### src/rtl/dcache_l2_port_if.sv
// Shared memory-op type and the bundled controller/L2 signal set for dcache_l2_port.
// The bridge uses the master view; the controller and L2 environment use the slave view.
package xentry_pkg;
  typedef enum logic [1:0] {
    LOAD  = 2'd0,
    STORE = 2'd1
  } mem_op_e;
endpackage

interface dcache_l2_port_if #(
  parameter int unsigned ADDR_WIDTH = 32,
  parameter int unsigned DATA_WIDTH = 32
);
  import xentry_pkg::*;

  logic                  req_valid;
  mem_op_e               req_type;
  logic [ADDR_WIDTH-1:0] req_addr;
  logic [DATA_WIDTH-1:0] req_wdata;
  logic                  fetched_word_valid;
  logic [DATA_WIDTH-1:0] fetched_word;
  logic                  store_ack;
  logic                  l2_cmd_valid;
  logic                  l2_cmd_ready;
  mem_op_e               l2_cmd_type;
  logic [ADDR_WIDTH-1:0] l2_cmd_addr;
  logic [DATA_WIDTH-1:0] l2_cmd_wdata;
  logic                  l2_rsp_valid;
  logic [DATA_WIDTH-1:0] l2_rsp_rdata;
  logic                  l2_timeout_err;
  logic                  l2_protocol_err;

  modport master (
    input  req_valid, req_type, req_addr, req_wdata,
    input  l2_cmd_ready, l2_rsp_valid, l2_rsp_rdata,
    output fetched_word_valid, fetched_word, store_ack,
    output l2_cmd_valid, l2_cmd_type, l2_cmd_addr, l2_cmd_wdata,
    output l2_timeout_err, l2_protocol_err
  );

  modport slave (
    output req_valid, req_type, req_addr, req_wdata,
    output l2_cmd_ready, l2_rsp_valid, l2_rsp_rdata,
    input  fetched_word_valid, fetched_word, store_ack,
    input  l2_cmd_valid, l2_cmd_type, l2_cmd_addr, l2_cmd_wdata,
    input  l2_timeout_err, l2_protocol_err
  );
endinterface

### src/rtl/dcache_l2_port.sv
// Word-level bridge from the dcache controller's held LOAD/STORE request to a valid/ready L2
// command plus one-cycle response, one transaction in flight, with sticky error reporting.
module dcache_l2_port_chk
  import xentry_pkg::*;
(
  input logic    clk,
  input logic    reset_n,
  input logic    req_valid_i,
  input mem_op_e req_type_i,
  input logic    idle_i
);
  a_req_type_legal: assert property (@(posedge clk) disable iff (!reset_n)
    (idle_i && req_valid_i) |-> (req_type_i inside {LOAD, STORE}));
endmodule

module dcache_l2_port
  import xentry_pkg::*;
#(
  parameter int unsigned ADDR_WIDTH     = 32,
  parameter int unsigned DATA_WIDTH     = 32,
  parameter int unsigned TIMEOUT_CYCLES = 256
) (
  input logic              clk,
  input logic              reset_n,
  dcache_l2_port_if.master bus
);
  localparam int unsigned TW   = (TIMEOUT_CYCLES > 32'd1) ? $clog2(TIMEOUT_CYCLES) : 1;
  localparam int unsigned TMAX = (TIMEOUT_CYCLES == 32'd0) ? 32'd0 : TIMEOUT_CYCLES - 32'd1;
  localparam logic [TW-1:0] TMAX_L = TW'(TMAX);

  typedef enum logic [1:0] {
    ST_IDLE = 2'd0,
    ST_CMD  = 2'd1,
    ST_WAIT = 2'd2,
    ST_RESP = 2'd3
  } state_e;

  state_e                state_q, state_d;
  mem_op_e               cmd_type_q, cmd_type_d;
  logic [ADDR_WIDTH-1:0] cmd_addr_q, cmd_addr_d;
  logic [DATA_WIDTH-1:0] cmd_wdata_q, cmd_wdata_d;
  logic [DATA_WIDTH-1:0] fetched_word_q, fetched_word_d;
  logic [TW-1:0]         timer_q, timer_d;
  logic                  orphan_q, orphan_d;
  logic                  timeout_err_q, timeout_err_d;
  logic                  protocol_err_q, protocol_err_d;
  logic                  req_ok_s;
  logic                  orphan_eff_s;

  assign req_ok_s     = (bus.req_type == LOAD) || (bus.req_type == STORE);
  // A request dropped in the current cycle already counts as abandoned.
  assign orphan_eff_s = orphan_q | ~bus.req_valid;

  // State and datapath registers.
  always_ff @(posedge clk or negedge reset_n) begin
    if (!reset_n) begin
      state_q        <= ST_IDLE;
      cmd_type_q     <= LOAD;
      cmd_addr_q     <= {ADDR_WIDTH{1'b0}};
      cmd_wdata_q    <= {DATA_WIDTH{1'b0}};
      fetched_word_q <= {DATA_WIDTH{1'b0}};
      timer_q        <= {TW{1'b0}};
      orphan_q       <= 1'b0;
      timeout_err_q  <= 1'b0;
      protocol_err_q <= 1'b0;
    end else begin
      state_q        <= state_d;
      cmd_type_q     <= cmd_type_d;
      cmd_addr_q     <= cmd_addr_d;
      cmd_wdata_q    <= cmd_wdata_d;
      fetched_word_q <= fetched_word_d;
      timer_q        <= timer_d;
      orphan_q       <= orphan_d;
      timeout_err_q  <= timeout_err_d;
      protocol_err_q <= protocol_err_d;
    end
  end

  // Next-state and next-datapath logic.
  always_comb begin
    state_d        = state_q;
    cmd_type_d     = cmd_type_q;
    cmd_addr_d     = cmd_addr_q;
    cmd_wdata_d    = cmd_wdata_q;
    fetched_word_d = fetched_word_q;
    timer_d        = timer_q;
    orphan_d       = orphan_q;
    timeout_err_d  = timeout_err_q;

    // A response is only legal while waiting for one; late responses after a timeout land here too.
    if (bus.l2_rsp_valid && (state_q != ST_WAIT)) begin
      protocol_err_d = 1'b1;
    end else begin
      protocol_err_d = protocol_err_q;
    end

    case (state_q)
      ST_IDLE: begin
        if (bus.req_valid && req_ok_s) begin
          state_d     = ST_CMD;
          cmd_type_d  = bus.req_type;
          cmd_addr_d  = bus.req_addr;
          cmd_wdata_d = bus.req_wdata;
          orphan_d    = 1'b0;
        end else begin
          state_d = ST_IDLE;
        end
      end
      ST_CMD: begin
        orphan_d = orphan_eff_s;
        if (bus.l2_cmd_ready) begin
          state_d = ST_WAIT;
          timer_d = {TW{1'b0}};
        end else begin
          state_d = ST_CMD;
        end
      end
      ST_WAIT: begin
        orphan_d = orphan_eff_s;
        if (bus.l2_rsp_valid) begin
          state_d = ST_RESP;
          if ((cmd_type_q == LOAD) && !orphan_eff_s) begin
            fetched_word_d = bus.l2_rsp_rdata;
          end else begin
            fetched_word_d = fetched_word_q;
          end
        end else if ((TIMEOUT_CYCLES != 32'd0) && (timer_q == TMAX_L)) begin
          state_d       = ST_IDLE;
          timeout_err_d = 1'b1;
        end else begin
          state_d = ST_WAIT;
          timer_d = timer_q + TW'(1);
        end
      end
      ST_RESP: begin
        state_d = ST_IDLE;
      end
      default: begin
        state_d = ST_IDLE;
      end
    endcase
  end

  // Outputs decoded from registered state only.
  always_comb begin
    bus.l2_cmd_valid       = (state_q == ST_CMD);
    bus.l2_cmd_type        = cmd_type_q;
    bus.l2_cmd_addr        = cmd_addr_q;
    bus.l2_cmd_wdata       = cmd_wdata_q;
    bus.fetched_word_valid = (state_q == ST_RESP) && (cmd_type_q == LOAD) && !orphan_q;
    bus.store_ack          = (state_q == ST_RESP) && (cmd_type_q == STORE) && !orphan_q;
    bus.fetched_word       = fetched_word_q;
    bus.l2_timeout_err     = timeout_err_q;
    bus.l2_protocol_err    = protocol_err_q;
  end

  dcache_l2_port_chk u_chk (
    .clk         (clk),
    .reset_n     (reset_n),
    .req_valid_i (bus.req_valid),
    .req_type_i  (bus.req_type),
    .idle_i      (state_q == ST_IDLE)
  );
endmodule

### src/flat_wrapper.sv
// flat-port wrapper written by rule: the top's interface ports become plain ports
module dcache_l2_port_flat import xentry_pkg::*;
#(
  parameter int unsigned ADDR_WIDTH     = 32,
  parameter int unsigned DATA_WIDTH     = 32,
  parameter int unsigned TIMEOUT_CYCLES = 256
)
  (clk, reset_n, bus_req_valid, bus_req_type, bus_req_addr, bus_req_wdata, bus_l2_cmd_ready, bus_l2_rsp_valid, bus_l2_rsp_rdata, bus_fetched_word_valid, bus_fetched_word, bus_store_ack, bus_l2_cmd_valid, bus_l2_cmd_type, bus_l2_cmd_addr, bus_l2_cmd_wdata, bus_l2_timeout_err, bus_l2_protocol_err);
  dcache_l2_port_if #(.ADDR_WIDTH(ADDR_WIDTH), .DATA_WIDTH(DATA_WIDTH)) bus_i ();
  input logic clk;
  input logic reset_n;
  input wire logic [$bits(bus_i.req_valid)-1:0] bus_req_valid;
  input wire logic [$bits(bus_i.req_type)-1:0] bus_req_type;
  input wire logic [$bits(bus_i.req_addr)-1:0] bus_req_addr;
  input wire logic [$bits(bus_i.req_wdata)-1:0] bus_req_wdata;
  input wire logic [$bits(bus_i.l2_cmd_ready)-1:0] bus_l2_cmd_ready;
  input wire logic [$bits(bus_i.l2_rsp_valid)-1:0] bus_l2_rsp_valid;
  input wire logic [$bits(bus_i.l2_rsp_rdata)-1:0] bus_l2_rsp_rdata;
  output wire logic [$bits(bus_i.fetched_word_valid)-1:0] bus_fetched_word_valid;
  output wire logic [$bits(bus_i.fetched_word)-1:0] bus_fetched_word;
  output wire logic [$bits(bus_i.store_ack)-1:0] bus_store_ack;
  output wire logic [$bits(bus_i.l2_cmd_valid)-1:0] bus_l2_cmd_valid;
  output wire logic [$bits(bus_i.l2_cmd_type)-1:0] bus_l2_cmd_type;
  output wire logic [$bits(bus_i.l2_cmd_addr)-1:0] bus_l2_cmd_addr;
  output wire logic [$bits(bus_i.l2_cmd_wdata)-1:0] bus_l2_cmd_wdata;
  output wire logic [$bits(bus_i.l2_timeout_err)-1:0] bus_l2_timeout_err;
  output wire logic [$bits(bus_i.l2_protocol_err)-1:0] bus_l2_protocol_err;
  assign bus_i.req_valid = bus_req_valid;
  assign bus_i.req_type = bus_req_type;
  assign bus_i.req_addr = bus_req_addr;
  assign bus_i.req_wdata = bus_req_wdata;
  assign bus_i.l2_cmd_ready = bus_l2_cmd_ready;
  assign bus_i.l2_rsp_valid = bus_l2_rsp_valid;
  assign bus_i.l2_rsp_rdata = bus_l2_rsp_rdata;
  assign bus_fetched_word_valid = bus_i.fetched_word_valid;
  assign bus_fetched_word = bus_i.fetched_word;
  assign bus_store_ack = bus_i.store_ack;
  assign bus_l2_cmd_valid = bus_i.l2_cmd_valid;
  assign bus_l2_cmd_type = bus_i.l2_cmd_type;
  assign bus_l2_cmd_addr = bus_i.l2_cmd_addr;
  assign bus_l2_cmd_wdata = bus_i.l2_cmd_wdata;
  assign bus_l2_timeout_err = bus_i.l2_timeout_err;
  assign bus_l2_protocol_err = bus_i.l2_protocol_err;
  dcache_l2_port #(.ADDR_WIDTH(ADDR_WIDTH), .DATA_WIDTH(DATA_WIDTH), .TIMEOUT_CYCLES(TIMEOUT_CYCLES)) u_core (.clk(clk), .reset_n(reset_n), .bus(bus_i));
endmodule
### config.mk
export PLATFORM = sky130hd
export DESIGN_NAME = dcache_l2_port_flat
export DESIGN_NICKNAME = d
export VERILOG_FILES = /design/src/rtl/dcache_l2_port_if.sv /design/src/rtl/dcache_l2_port.sv /design/src/flat_wrapper.sv
export SDC_FILE = /design/constraint.sdc
export NUM_CORES = 1
export LEC_CHECK = 0
export CAP_MARGIN = 20
export CORE_UTILIZATION = 45
export CTS_CLUSTER_SIZE = 20
export DETAILED_ROUTE_END_ITERATION = 7
export PLACE_DENSITY = 0.83
export SETUP_SLACK_MARGIN = 0.2
export SLEW_MARGIN = 10
export SYNTH_ARGS = -nofsm -noshare
export SYNTH_HDL_FRONTEND = slang
export SYNTH_SLANG_ARGS = --single-unit
### constraint.sdc
create_clock -name clk -period 4.7 [get_ports clk]
set_input_delay 0.705 -clock clk [delete_from_list [all_inputs] [get_ports clk]]
set_output_delay 0.705 -clock clk [all_outputs]
set_load 0.01 [all_outputs]
# Word-level counts from Yosys, hierarchy flattened
# Index checks and enable logic that the tools add are counted.
dict set report classes {
  addsub 1
  n_bitwise 3
  reduce_logical 21
  mux 11
  eq_ne 11
}
# cell n
set ops {}
lappend ops {{two-way mux 8 bit} 3}
lappend ops {{case mux 8 bit (2 select lines)} 1}
lappend ops {{adder 8 x 1 -> 8 bit, second input constant} 1}
lappend ops {{equality test 8 bit, second input constant} 1}
lappend ops {{inequality test 2 bit, second input constant} 4}
lappend ops {{case mux 2 bit (4 select lines)} 1}
lappend ops {{logical AND 1 bit} 7}
lappend ops {{equality test 2 x 1 -> 1 bit, second input constant} 3}
lappend ops {{logical NOT 2 bit} 3}
lappend ops {{two-way mux 2 bit} 3}
lappend ops {{AND reduction 3 bit} 2}
lappend ops {{equality test 2 bit, second input constant} 2}
lappend ops {{AND reduction 2 bit} 2}
lappend ops {{AND reduction 4 bit} 1}
lappend ops {{nonzero test 2 bit} 2}
lappend ops {{logical NOT 1 bit} 2}
lappend ops {{two-way mux 1 bit} 2}
lappend ops {{inequality test 2 x 1 -> 1 bit, second input constant} 1}
lappend ops {{inverter 1 bit} 2}
lappend ops {{case mux 1 bit (2 select lines)} 1}
lappend ops {{OR reduction 2 bit} 1}
lappend ops {{logical OR 1 bit} 1}
lappend ops {{bitwise OR 1 bit} 1}
dict set report totals {
  elab_cells 56
  output_inout_bits 103
  in_bits 103
  ff_bits 111
}

# Depth between registers and ports, before layout
dict set report logic_depth {
  word_depth 5
  ltp_mapped 8
  ltp_nobuf 7
}

# Worst setup path after synthesis
# Ideal clock, no wire load.
dict set report synth_timing {
  path_kind {input -> register}
  start {input port bus_req_valid}
  end {register u_core.fetched_word_q[10] (netlist: u_core.bus.fetched_word[10])}
  arrival_ns 1.672
  setup_slack_ns 2.903
  n_path_buf 1
  t_required_ns 4.575
  path_stages 5
  setup_time_ns 0.125
  path_cell_list {inv_1 > nor4_4 > nand3_4 > buf_6 > mux2_4}
}
dict set report synth_between {
  elab_chain_len 5
}
# element line_no
set synth_rtl {}
lappend synth_rtl {{from (decl)} flat_wrapper.sv:12} ;# input wire logic [$bits(bus_i.req_valid)-1:0] bus_req_valid;
lappend synth_rtl {{inverter 1 bit} dcache_l2_port.sv:52} ;# assign orphan_eff_s = orphan_q | ~bus.req_valid;
lappend synth_rtl {{bitwise OR 1 bit} dcache_l2_port.sv:52}
lappend synth_rtl {{logical NOT 1 bit} dcache_l2_port.sv:122} ;# if ((cmd_type_q == LOAD) && !orphan_eff_s) begin
lappend synth_rtl {{logical AND 1 bit} dcache_l2_port.sv:122}
lappend synth_rtl {{AND reduction 3 bit (no line)} -}
lappend synth_rtl {{to (signal assigned)} dcache_l2_port.sv:61} ;# fetched_word_q <= {DATA_WIDTH{1'b0}};
lappend synth_rtl {{to (signal assigned)} dcache_l2_port.sv:71} ;# fetched_word_q <= fetched_word_d;
lappend synth_rtl {{to (decl)} dcache_l2_port.sv:42} ;# logic [DATA_WIDTH-1:0] fetched_word_q, fetched_word_d;
# Every way passes these cells.
# A chain may end at the register's enable or synchronous reset.

# Worst setup path after layout
dict set report layout_timing {
  start {register u_core.state_q[0]}
  end {output port bus_fetched_word_valid}
}
dict set report layout_between {
  elab_chain_len 3
}
# element line_no
set layout_rtl {}
lappend layout_rtl {{from (decl)} dcache_l2_port.sv:38} ;# state_e state_q, state_d;
lappend layout_rtl {{from (signal assigned)} dcache_l2_port.sv:67} ;# state_q <= state_d;
lappend layout_rtl {{equality test 2 bit} dcache_l2_port.sv:150} ;# bus.fetched_word_valid = (state_q == ST_RESP) && (cmd_type_q == LOAD) && !orphan_q;
lappend layout_rtl {{logical AND 1 bit (2 in series)} dcache_l2_port.sv:150}
lappend layout_rtl {{to (decl)} flat_wrapper.sv:19} ;# output wire logic [$bits(bus_i.fetched_word_valid)-1:0] bus_fetched_word_valid;
# Every way passes these cells.

==> qor.csv <==
metric,value,unit
cells on worst reg2reg path,7,
R2R Path End,u_core.timer_q[7],
Max Cap Viol,0,
Top Ports,206,
CTS tree,done,
# rows,36,
# diodes,0,
final worst path period share,54.1,%
Max Slew Vio Count,0,
Pre-Repair DR Iteration Count,4,
critical path's top delay family,buffers and inverters,
top-count cell post-synth,dfrtp_1,
via count,3104,
relative slew slack,41.8,%
Initial Utilization,46.4,%
final core utilization,70.4,%
worst path required time,3.99,ns
type of the worst min-delay path,in -> async,
Synth Cell Area,4510,sq um
TNS Setup,0,ns
"Largest stage delay, worst path",0.62,ns
Commonest cells post-synth,"dfrtp_1, mux2_2, mux2_4",
Max VDD drop,0.000325,V
final std cells w/o fill,629,
GRT overflow,0,
Die Y,102,um
Clock transition at path regs,0.10,ns
Finished Cell Area,6850,sq um
Synth Net Count,393,
number of synthesized flops with an enable pin,0,
CTS max path bufs,2,
synthesized area per cell,15.8,sq um
crit path DAT,1.84,ns
crit path cell chain,ha_1 > nor4b_1 > clkdlybuf4s50_1,
PD cells,366,nW/um^2
Post-DP HPWL,7730,um
Post-CTS Setup Inserts,0,
DR vias/cell,4.93,
DR iter-0 viols,66,
Area Overhead vs Synth,51.8,%
DIE WIDTH,102,um
Mapped Cells,285,
Num CTS Buffers,9,
GRT Util Overall,21.3,%
FF-to-FF setup slack,2.41,ns
RSZ-0062 raised after global routing,false,
placed inst area,6660,sq um
# resized after CTS,0,
Placed Cells incl. Taps,613,
first-pass GRT wire length,16500,um
CTS sink count,111,
vias in the first global route,3245,
top area cells in the synthesized netlist,"dfrtp_1, mux2_2, mux2_4",
ys async rst share,100,%
Yosys cell types,31,
final-report hold violation count,0,
CP Max Fanout,3,
NumNets Final,599,
Seq cells post-synth,111,
Peak Freq,393,MHz
hold_ws,0.427,ns
Layout Skew,0.00540,ns
run status,"finished, final reports clean",
leak pwr,3.03,nW
Filler cells,707,
kind of end point of the critical path,output pin,
layout cells sized above 1,23.8,%
Yosys warning count,0,
initial antenna violation count,0,
worst reg2reg startpoint,u_core.state_q[0],
"Buf+Inv Stages, Crit Path",1,
cell taking the most area after synthesis,dfrtp_1,
largest net degree at the start of global routing,72,
crit start category,flop,
Crit Path Category,reg -> out,
gpl congestion,0.845,
hold buffer count at cts,0,
drc violations,0,
core area,9730,sq um
Synth Flop Type,dfrtp_1,
DR WL/cell,17.0,um
H-tree depth,3,
CP max-delay cell,clkdlybuf4s50_1,
CTS root buf,clkbuf_8,
clk_lat worst skew,0.38,ns
worst-margin pin slew,0.873,ns
Post-Route WL,10700,um
post-synthesis sequential area ratio,61.5,%
Yosys top cell area share,61.5,%
minimum clock period,2.54,ns
die area,10400,sq um
setup violators final,0,
Routed Antenna Nets,0,
PortBufs,205,
## logic make-up after synthesis
group                      count (synthesis)  synth area share [%]
muxes                                    100                  27.4
DFF                                      111                  61.5
buffers and inverters                     17                  2.27
and+or+nand+nor                           28                  4.13
adders and majority gates                  5                  1.39
AOI/OAI and AO/OA                         24                  3.33
## layout by cell type, fill, tap and decap left out, drive strengths merged, types with 2 or more instances in the layout
| cell | Yosys | layout |
|---|---|---|
| dfrtp | 111 | 111 |
| mux2 | 97 | 97 |
| mux2i | 3 | 3 |
| o31ai | 2 | 2 |
| nor2 | 3 | 3 |
| ha | 5 | 5 |
| nand2 | 5 | 5 |
| nand2b | 2 | 2 |
| inv | 5 | 5 |
| buf | 11 | 3 |
| clkdlybuf4s50 | 0 | 204 |
| o21ai | 9 | 9 |
| nand3 | 6 | 6 |
| clkbuf | 1 | 13 |
| a31oi | 4 | 4 |
| a21oi | 5 | 5 |
| and3 | 4 | 4 |
## power by group
group	internal, mW	switching (mW)	total (mW)
registers	1.11	0.0920	1.21
logic	0.479	0.246	0.724
clock network	0.261	0.314	0.575
## worst register-to-register path: cells and delay by family (launching register included)
kind,cells,cell delay [ns]
AO/OA/AOI/OAI,2,0.36
adder cells (fa/ha/maj),1,0.43
buffers and inverters,2,0.26
flip-flops,1,0.42
AND/OR/NAND/NOR,2,0.69
## metal layers
layer  wire, um  vias up  track usage [%]  part of all wire (%)
met1       3970     1533             23.5                    37
met4        149        0             6.59                   1.4
met5          0        -                0                     0
met2       5310      139             35.5                    50
met3       1250       12             11.4                    12
li1           -     1420                -                     -
## cell type report
| cell class | instances | area, sq um | area share (%) |
|---|---|---|---|
| Inverter | 5 | 18.8 | 0.274 |
| Tap cell | 133 | 166 | 2.43 |
| Multi-Input combinational cell | 157 | 1630 | 23.8 |
| Clock buffer | 13 | 149 | 2.17 |
| Sequential cell | 111 | 2780 | 40.5 |
| Timing Repair Buffer | 207 | 2060 | 30.1 |
| Clock inverter | 3 | 42.5 | 0.621 |
## through the flow
step / total power [mW] / setup slack (ns)
finish: 2.51 / 2.16
global route: 2.64 / 2.01
CTS: 2.54 / 2.11
detailed placement: 1.95 / 1.91
global placement: 1.93 / 1.99
floorplan: 1.48 / 2.90
## sequential cells by signal, summed over array words and instances (netlist names)
signal                      count
u_core.orphan_q                 1
u_core.bus.fetched_word        32
u_core.bus.l2_cmd_addr         32
u_core.timer_q                  8
u_core.bus.l2_protocol_err      1
u_core.bus.l2_cmd_wdata        32
u_core.bus.l2_timeout_err       1
u_core.state_q                  2
u_core.bus.l2_cmd_type          2
## worst max-delay path by stage
| stage | start | endpoint | slack, ns | cells past startpoint |
|---|---|---|---|---|
| after floorplan | bus_req_valid | u_core.bus.fetched_word[10] | 2.90 | 5 |
| after global placement | bus_req_valid | u_core.bus.fetched_word[22] | 1.99 | 5 |
| after detailed placement | bus_req_valid | u_core.bus.fetched_word[13] | 1.91 | 5 |
| after CTS | u_core.state_q[0] | bus_fetched_word_valid | 2.11 | 3 |
| after global routing | u_core.state_q[0] | bus_fetched_word_valid | 2.01 | 3 |
| final | u_core.state_q[0] | bus_fetched_word_valid | 2.16 | 3 |
(Power assumes the default switching activity.)
